**src/rtl/id_ex_pipe_reg.sv**
```systemverilog
// ID/EX pipeline register with load-use hazard detection, bubble insertion
// and a saturating count of load-use bubbles.
module id_ex_pipe_reg #(
    parameter int unsigned XLEN  = 32,
    parameter int unsigned RA_W  = 5,
    parameter int unsigned CNT_W = 16
) (
    input  logic             clk,
    input  logic             rst,
    input  logic             RegWriteD,
    input  logic             ALUSrcD,
    input  logic             MemWriteD,
    input  logic             ResultSrcD,
    input  logic             BranchD,
    input  logic [2:0]       ALUControlD,
    input  logic [XLEN-1:0]  RD1D,
    input  logic [XLEN-1:0]  RD2D,
    input  logic [XLEN-1:0]  ImmExtD,
    input  logic [XLEN-1:0]  PCD,
    input  logic [XLEN-1:0]  PCPlus4D,
    input  logic [RA_W-1:0]  Rs1D,
    input  logic [RA_W-1:0]  Rs2D,
    input  logic [RA_W-1:0]  RdD,
    input  logic             ValidD,
    input  logic             FlushE,
    output logic             RegWriteE,
    output logic             ALUSrcE,
    output logic             MemWriteE,
    output logic             ResultSrcE,
    output logic             BranchE,
    output logic [2:0]       ALUControlE,
    output logic [XLEN-1:0]  RD1E,
    output logic [XLEN-1:0]  RD2E,
    output logic [XLEN-1:0]  ImmExtE,
    output logic [XLEN-1:0]  PCE,
    output logic [XLEN-1:0]  PCPlus4E,
    output logic [RA_W-1:0]  Rs1E,
    output logic [RA_W-1:0]  Rs2E,
    output logic [RA_W-1:0]  RdE,
    output logic             ValidE,
    output logic             StallD,
    output logic [CNT_W-1:0] BubbleCnt
);

    logic             r_reg_write, r_alu_src, r_mem_write, r_result_src, r_branch, r_valid;
    logic [2:0]       r_alu_ctrl;
    logic [XLEN-1:0]  r_rd1, r_rd2, r_imm, r_pc, r_pc_plus4;
    logic [RA_W-1:0]  r_rs1, r_rs2, r_rd;
    logic [CNT_W-1:0] r_bubble_cnt;

    logic w_stall;
    logic w_bubble;

    // rs2 is compared even for instructions that do not read it; the rare
    // spurious stall is cheaper than decoding operand usage here.
    always_comb begin
        w_stall  = r_valid & r_result_src & ValidD & (r_rd != '0) &
                   ((r_rd == Rs1D) | (r_rd == Rs2D));
        w_bubble = FlushE | w_stall;
    end

    always_ff @(posedge clk or negedge rst) begin
        if (!rst) begin
            r_reg_write  <= 1'b0;
            r_alu_src    <= 1'b0;
            r_mem_write  <= 1'b0;
            r_result_src <= 1'b0;
            r_branch     <= 1'b0;
            r_valid      <= 1'b0;
            r_alu_ctrl   <= '0;
            r_rd         <= '0;
            r_rd1        <= '0;
            r_rd2        <= '0;
            r_imm        <= '0;
            r_pc         <= '0;
            r_pc_plus4   <= '0;
            r_rs1        <= '0;
            r_rs2        <= '0;
            r_bubble_cnt <= '0;
        end else begin
            // Data fields load unconditionally; they are don't-care in a bubble.
            r_rd1      <= RD1D;
            r_rd2      <= RD2D;
            r_imm      <= ImmExtD;
            r_pc       <= PCD;
            r_pc_plus4 <= PCPlus4D;
            r_rs1      <= Rs1D;
            r_rs2      <= Rs2D;
            if (w_bubble) begin
                r_reg_write  <= 1'b0;
                r_alu_src    <= 1'b0;
                r_mem_write  <= 1'b0;
                r_result_src <= 1'b0;
                r_branch     <= 1'b0;
                r_valid      <= 1'b0;
                r_alu_ctrl   <= '0;
                r_rd         <= '0;
            end else begin
                r_reg_write  <= RegWriteD;
                r_alu_src    <= ALUSrcD;
                r_mem_write  <= MemWriteD;
                r_result_src <= ResultSrcD;
                r_branch     <= BranchD;
                r_valid      <= ValidD;
                r_alu_ctrl   <= ALUControlD;
                r_rd         <= RdD;
            end
            // Only load-use bubbles are counted; a coincident flush wins.
            if (!FlushE && w_stall && (r_bubble_cnt != '1)) begin
                r_bubble_cnt <= r_bubble_cnt + 1'b1;
            end
        end
    end

    always_comb begin
        RegWriteE   = r_reg_write;
        ALUSrcE     = r_alu_src;
        MemWriteE   = r_mem_write;
        ResultSrcE  = r_result_src;
        BranchE     = r_branch;
        ALUControlE = r_alu_ctrl;
        RD1E        = r_rd1;
        RD2E        = r_rd2;
        ImmExtE     = r_imm;
        PCE         = r_pc;
        PCPlus4E    = r_pc_plus4;
        Rs1E        = r_rs1;
        Rs2E        = r_rs2;
        RdE         = r_rd;
        ValidE      = r_valid;
        StallD      = w_stall;
        BubbleCnt   = r_bubble_cnt;
    end

endmodule

```
**config.mk**
```make
export PLATFORM = sky130hd
export DESIGN_NAME = id_ex_pipe_reg
export DESIGN_NICKNAME = d
export VERILOG_FILES = /design/src/rtl/id_ex_pipe_reg.sv
export SDC_FILE = /design/constraint.sdc
export NUM_CORES = 1
export LEC_CHECK = 0
export ABC_AREA = 1
export ABC_CLOCK_PERIOD_IN_PS = 1800
export CORE_AREA = 5 5 148 150
export CTS_CLUSTER_DIAMETER = 40
export DETAILED_ROUTE_END_ITERATION = 10
export DIE_AREA = 0 0 153 155
export GPL_TIMING_DRIVEN = 0
export PLACE_DENSITY = 0.74
export SLEW_MARGIN = 25
export SYNTH_ARGS = -nofsm -noshare
export SYNTH_HDL_FRONTEND = slang
export SYNTH_SLANG_ARGS = --single-unit
```
**constraint.sdc**
```tcl
create_clock -name clk -period 1.8 [get_ports clk]
set_input_delay 0.36 -clock clk [delete_from_list [all_inputs] [get_ports clk]]
set_output_delay 0.36 -clock clk [all_outputs]
set_load 0.02 [all_outputs]
```
======== Word-level counts from Yosys, hierarchy flattened ========
Cells that the tools add are included.
storage, ports and cells
  logic and storage cells ................. 38
  input port bits ......................... 187
  output and inout port bits .............. 201
  flip-flop bits (word level) ............. 200
operators by class
  reduce and logical (&&, ||, !) cells .... 4
  add/subtract/negate cells ............... 1
  multiplexer cells ....................... 8
  bitwise logic cells ..................... 6
  eq/ne operators ......................... 3
operators with widths
  operator                                        count
  adder 16 x 1 -> 16 bit (second input constant)  1
  inequality test 16 bit (second input constant)  1
  == test 5 bit                                   2
  2-to-1 mux 1 bit                                6
  2-to-1 mux 5 bit                                1
  nonzero test 5 bit                              1
  AND 1 bit                                       4
  2-to-1 mux 3 bit                                1
  logical AND 1 bit                               2
  bitwise OR 1 bit                                2
  logical NOT 1 bit                               1

======== Logic depth before layout (Yosys ltp) ========
  word-level depth ........................ 6
  gate-level depth with buffers ........... 11
  gate-level depth less buffers ........... 10

======== Worst setup path after synthesis ========
No wires, ideal clock.
  path kind ............................... reg2reg
  start point ............................. reg r_bubble_cnt[0], in the netlist BubbleCnt[0]
  end point ............................... reg r_bubble_cnt[13], in the netlist BubbleCnt[13]
  setup time .............................. 0.065 ns
  clock period less this slack ............ 1.712 ns
  arrival time ............................ 1.647 ns
  buffers on the path ..................... 1
  required time ........................... 1.735 ns
  setup slack ............................. 0.088 ns
  stages on the path, launching flop included .. 11
  path through ............................ dfrtp_1 > ha_1 > nand2_2 > nor2_4 > nand3_4 > nor2_8 > inv_2 > nand4_4 > buf_8 > nand2_1 > nand2_2
on the way
  word-level cells in the longest chain between the ends .. 2
  elaborated cells on any way between the ends .. 3
  those cells by class .................... add/sub (1); eq/ne (1); reduce/logical (1)
ends and longest elaborated chain
  what                                                                            RTL line  source
  start, declared                                                                 49        logic [CNT_W-1:0] r_bubble_cnt;
  start signal, assigned                                                          110       r_bubble_cnt <= r_bubble_cnt + 1'b1;
  parallel branches: the longest is 2 deep, another holds adder 16 x 1 -> 16 bit  --
Parallel ways; which one is timed is not known.
A chain may end at the register's enable or synchronous reset.

======== Worst setup path in the final report ========
  start point ............................. reg r_rd[1], in the netlist RdE[1]
  end point ............................... out StallD
on the way
  word-level cells in the longest chain between the ends .. 3
  elaborated cells on any way between the ends .. 6
  those cells by class .................... eq/ne (2); bitwise (3); reduce/logical (1)
ends and longest elaborated chain
  what                                                 RTL line  source
  start, declared                                      48        logic [RA_W-1:0] r_rs1, r_rs2, r_rd;
  start signal, assigned                               106       r_rd <= RdD;
  == test 5 bit or nonzero test 5 bit (tied branches)  58, 57
  bitwise OR 1 bit or AND 1 bit (tied branches)        58, 57
  AND 1 bit (*)                                        57        w_stall = r_valid & r_result_src & ValidD & (r_rd != '0) &
  end, declared                                        41        output logic StallD,
Mark *: on every way between the ends. The rest lies on a longest branch, timed or not.

==> results.txt <==
----------------------------------------------------
[Status]
  Result of the run ... finished, violations left
  Violations in the final reports ... negative setup slack

[Die]
  Core ar. ... 20,560 um2
  Overall die area ... roughly 24,000 um2
  Rows ... 53
  Number of primary I/O pins ... 388
  Die Ht ... 155 um
  Width of the die ... 153 um
  Initial core utilization ... slightly below 30%

[Logic synthesis]
  Post-Syn Area ... around 6000 um2
  Combinational family with the most area after synthesis ... simple AND/OR/NAND/NOR gates
  Proportion of netlist area held by the largest area contributor ... 82.78%
  Post-synthesis average cell area ... 15.00 um2
  Synth warnings ... 0
  Cell variety after synth ... 23
  Post-Syn Nets ... between 500 and 600
  Register area share after synthesis ... 82.78%
  Share of synthesized cell area in full adder, half adder and majority cells ... less than 1%
  Ranking of synthesized cells by area ... sky130_fd_sc_hd__dfrtp_1 (83%), sky130_fd_sc_hd__nand2_1 (4.2%), sky130_fd_sc_hd__nand2_2 (2.3%)
  Share of synthesized area spent on multiplexers ... 0%
  Post-Synthesis Cells ... 403
  Synthesized-area fraction occupied by ao, oa, aoi and oai cells ... less than 1%
  Simple-gate share of the synthesized area ... 11.84%
  Register bit total from synthesis ... 200
  Post-synthesis cell type with the largest combined area ... sky130_fd_sc_hd__dfrtp_1
  Xor and xnor fraction of the mapped netlist area ... under 10%

[Place]
  Minimum setup slack after placement ... -0.7872 ns
  Half-perimeter wire length after placement ... 15,920 um
  I/O Buffers ... 387
  GP Congestion ... 0.8832

[Hold path]
  Number of instances on the worst hold path ... 1
  Type of the most critical hold path ... input port to flop

[Clocking]
  Clock latency reported for the late side of the worst-skew pair ... approximately 0.42 ns
  H-tree depth ... 4
  Number of buffers created by CTS ... 17
  Clock-pin slew reported for the worst setup and hold paths after clock tree synthesis ... around 0.08 ns
  CTS Sinks ... 200
  CTS root buf ... sky130_fd_sc_hd__clkbuf_16
  Clock tree from TritonCTS ... done
  Buffer levels on the longest clock path ... 2

[Layout]
  Diodes inserted ... 0
  Post-synthesis to final-layout area growth ... 84.23%
  Share of cells above drive strength 1 ... around an eighth
  Number of nets in the finished design ... 1,015

[Timing]
  Clock period minus final worst setup slack ... 1.920 ns
  Unrepaired setup endpoints after global routing ... yes
  Clock Skew ... around 0.007 ns
  Final Cycle Share ... 106.7%
  Hold violation total from the final report ... 0
  TNS Setup ... -0.1204 ns
  Count of pins over their slew limit ... 0
  Post-route setup slack ... -0.1204 ns
  Slew Limit Headroom ... a little over two thirds
  Transition time at the pin with the least slew margin ... roughly 0.46 ns
  Final setup violating endpoints ... 1
  Max Freq ... between 500 and 600 MHz

[Route]
  Violation count after the first detailed-route iteration ... 122
  Post-DR wirelength/cell ... 17.73 um
  Router iterations before antenna repair ... 4
  Number of nets with antenna violations after routing ... 0
  Post-route DRC violation count ... 0
  Vias ... 4,412
  Average vias per placed instance ... 3.961
  Total wire length after detailed routing ... slightly below 20,000 um

[Global route]
  Via count of the first global-routing pass ... 4,613
  First-pass GRT wire length ... 28,980 um
  Remaining global-route overflow ... 0
  GR Util All Layers ... 16.51%
  Antenna violations before repair ... 1
  Largest net degree at the start of global routing ... 97

[Setup path]
  Worst path max stage delay ... 0.46 ns
  Highest-delay cell along the critical path ... sky130_fd_sc_hd__dfrtp_2
  Endpoint type of the worst setup path ... output port
  Kind of start point of the critical path ... flop
  Maximum fanout along the worst path ... 5
  Arrival @ worst endpoint ... around 1.6 ns
  Cell Chain, Critical Path ... nor2_2, nand3_1, o21ai_1, inv_1, nand2_2, inv_2, buf_6
  Reg-to-reg setup timing slack ... 0.08 ns
  Logic depth of the worst register-to-register path ... 12
  Crit Path Category ... flop to output port
  Data required time of the worst path ... 1.44 ns

[Power and ir drop]
  Leakage ... 0.005192 uW
  Power density over the cells ... 885.7 nW/um2
  Worst VDD drop ... 0.0005626 V

[Flow run]
  Max Cap Violations ... 0

----------------------------------------------------
-- placed cells by master, fill, tap and decap left out, types with 8 or more instances in the layout --
cell type and n:
sky130_fd_sc_hd__clkdlybuf4s50_1 327, sky130_fd_sc_hd__inv_1 32, sky130_fd_sc_hd__buf_4 12, sky130_fd_sc_hd__xor2_1 8, sky130_fd_sc_hd__dlymetal6s2s_1 21, sky130_fd_sc_hd__dfrtp_1 196, sky130_fd_sc_hd__nand2_2 23, sky130_fd_sc_hd__nand2_1 64
sky130_fd_sc_hd__clkbuf_16 17, sky130_fd_sc_hd__dlygate4sd2_1 37, sky130_fd_sc_hd__nor2_1 31
-- cells in the mapped netlist --
cell,number
sky130_fd_sc_hd__nor2_2,1
sky130_fd_sc_hd__nor2_4,3
sky130_fd_sc_hd__nand2_2,22
sky130_fd_sc_hd__inv_2,5
sky130_fd_sc_hd__buf_12,1
sky130_fd_sc_hd__dfrtp_1,200
sky130_fd_sc_hd__xnor2_1,6
sky130_fd_sc_hd__nand3_4,1
sky130_fd_sc_hd__ha_1,1
sky130_fd_sc_hd__nor2_1,33
sky130_fd_sc_hd__buf_4,1
sky130_fd_sc_hd__xor2_1,8
sky130_fd_sc_hd__nor2_8,1
sky130_fd_sc_hd__nor3_1,3
sky130_fd_sc_hd__o21ai_0,1
sky130_fd_sc_hd__nand4_4,1
sky130_fd_sc_hd__nand4_1,5
sky130_fd_sc_hd__inv_1,33
sky130_fd_sc_hd__nand2_1,67
sky130_fd_sc_hd__nand3_1,7
sky130_fd_sc_hd__buf_8,1
sky130_fd_sc_hd__nand3_2,1
sky130_fd_sc_hd__nor4_2,1
-- worst max-delay path: cells and delay by family (launching register included) --
family          cells  cell delay, ns
compound gates      1            0.14
flops               1            0.46
buf+inv             3            0.24
simple gates        3            0.30
-- layer usage --
metal | track usage [%] | share of wire [%] | vias to the layer above
met5 | 0 | 0.035 | -
met4 | 5.600 | 2.2 | 2
met3 | 7.455 | 10 | 30
met2 | 28.45 | 51 | 228
met1 | 18.26 | 37 | 2072
li1 | - | - | 2080
-- final timing paths --
check / to / startpoint
min in group asynchronous: PCPlus4E[24]$_DFF_PN0_ / rst
max: StallD / RdE[1]$_DFF_PN0_
min reg2reg: BubbleCnt[3]$_DFFE_PN0P_ / BubbleCnt[3]$_DFFE_PN0P_
min: Rs2E[3]$_DFF_PN0_ / Rs2D[3]
max in group asynchronous: PCE[11]$_DFF_PN0_ / rst
max reg2reg: BubbleCnt[8]$_DFFE_PN0P_ / RdE[1]$_DFF_PN0_
-- where the power goes --
part           internal [uW]  total, uW  switching, uW
Combinational            730       1320            591
Sequential              4700       4770           68.6
Clock                   1880       3780           1900
-- per-stage QoR --
stage	util, %	total power [uW]	cells	hold slack, ns	instance area (um2)
after detailed placement	50.22	6202	1067	0.2986	10320
final	54.18	9865	1114	0.2559	11140
after global placement	49.93	6174	1065	0.5274	10260
after floorplan	-	5190	403	0.06441	6046
after global routing	54.18	10280	1114	0.2547	11140
after CTS	53.49	10040	1107	0.2511	11000
-- state kept, by name (all words and copies together), names as in the netlist --
register and count:
Rs1E 5, ValidE 1, PCPlus4E 32, BranchE 1, ImmExtE 32, Rs2E 5
RD2E 32, ALUSrcE 1, BubbleCnt 16, PCE 32, RegWriteE 1, ResultSrcE 1
RdE 5, ALUControlE 3, MemWriteE 1, RD1E 32
-- cell type report --
cell class | count | area [um2]
Multi-Input combinational cell | 162 | 888.4
Tap cell | 275 | 344.1
Timing Repair Buffer | 405 | 4100
Clock buffer | 17 | 425.4
Sequential cell | 200 | 5010
Buffer | 3 | 46.29
Inverter | 38 | 142.6
Fill cell | 1692 | 9419
Clock inverter | 14 | 181.4
-- timing repair --
action / in CTS / in global routing
hold endpoints to repair: 55 / 0
endpoints found under the setup margin: 47 / 45
cloned: 1 / 1
resized for setup: 51 / 32
pin swaps: 6 / 1
buffers inserted: 9 / 6
hold buffers: 1 / 0
-- cells by family after synthesis --
group / after synthesis
compound gates: 1
xor+xnor: 14
flops: 200
fa+ha+maj: 1
simple gates: 146
buf+inv: 41
No activity file was read; power rests on OpenSTA's default activity.
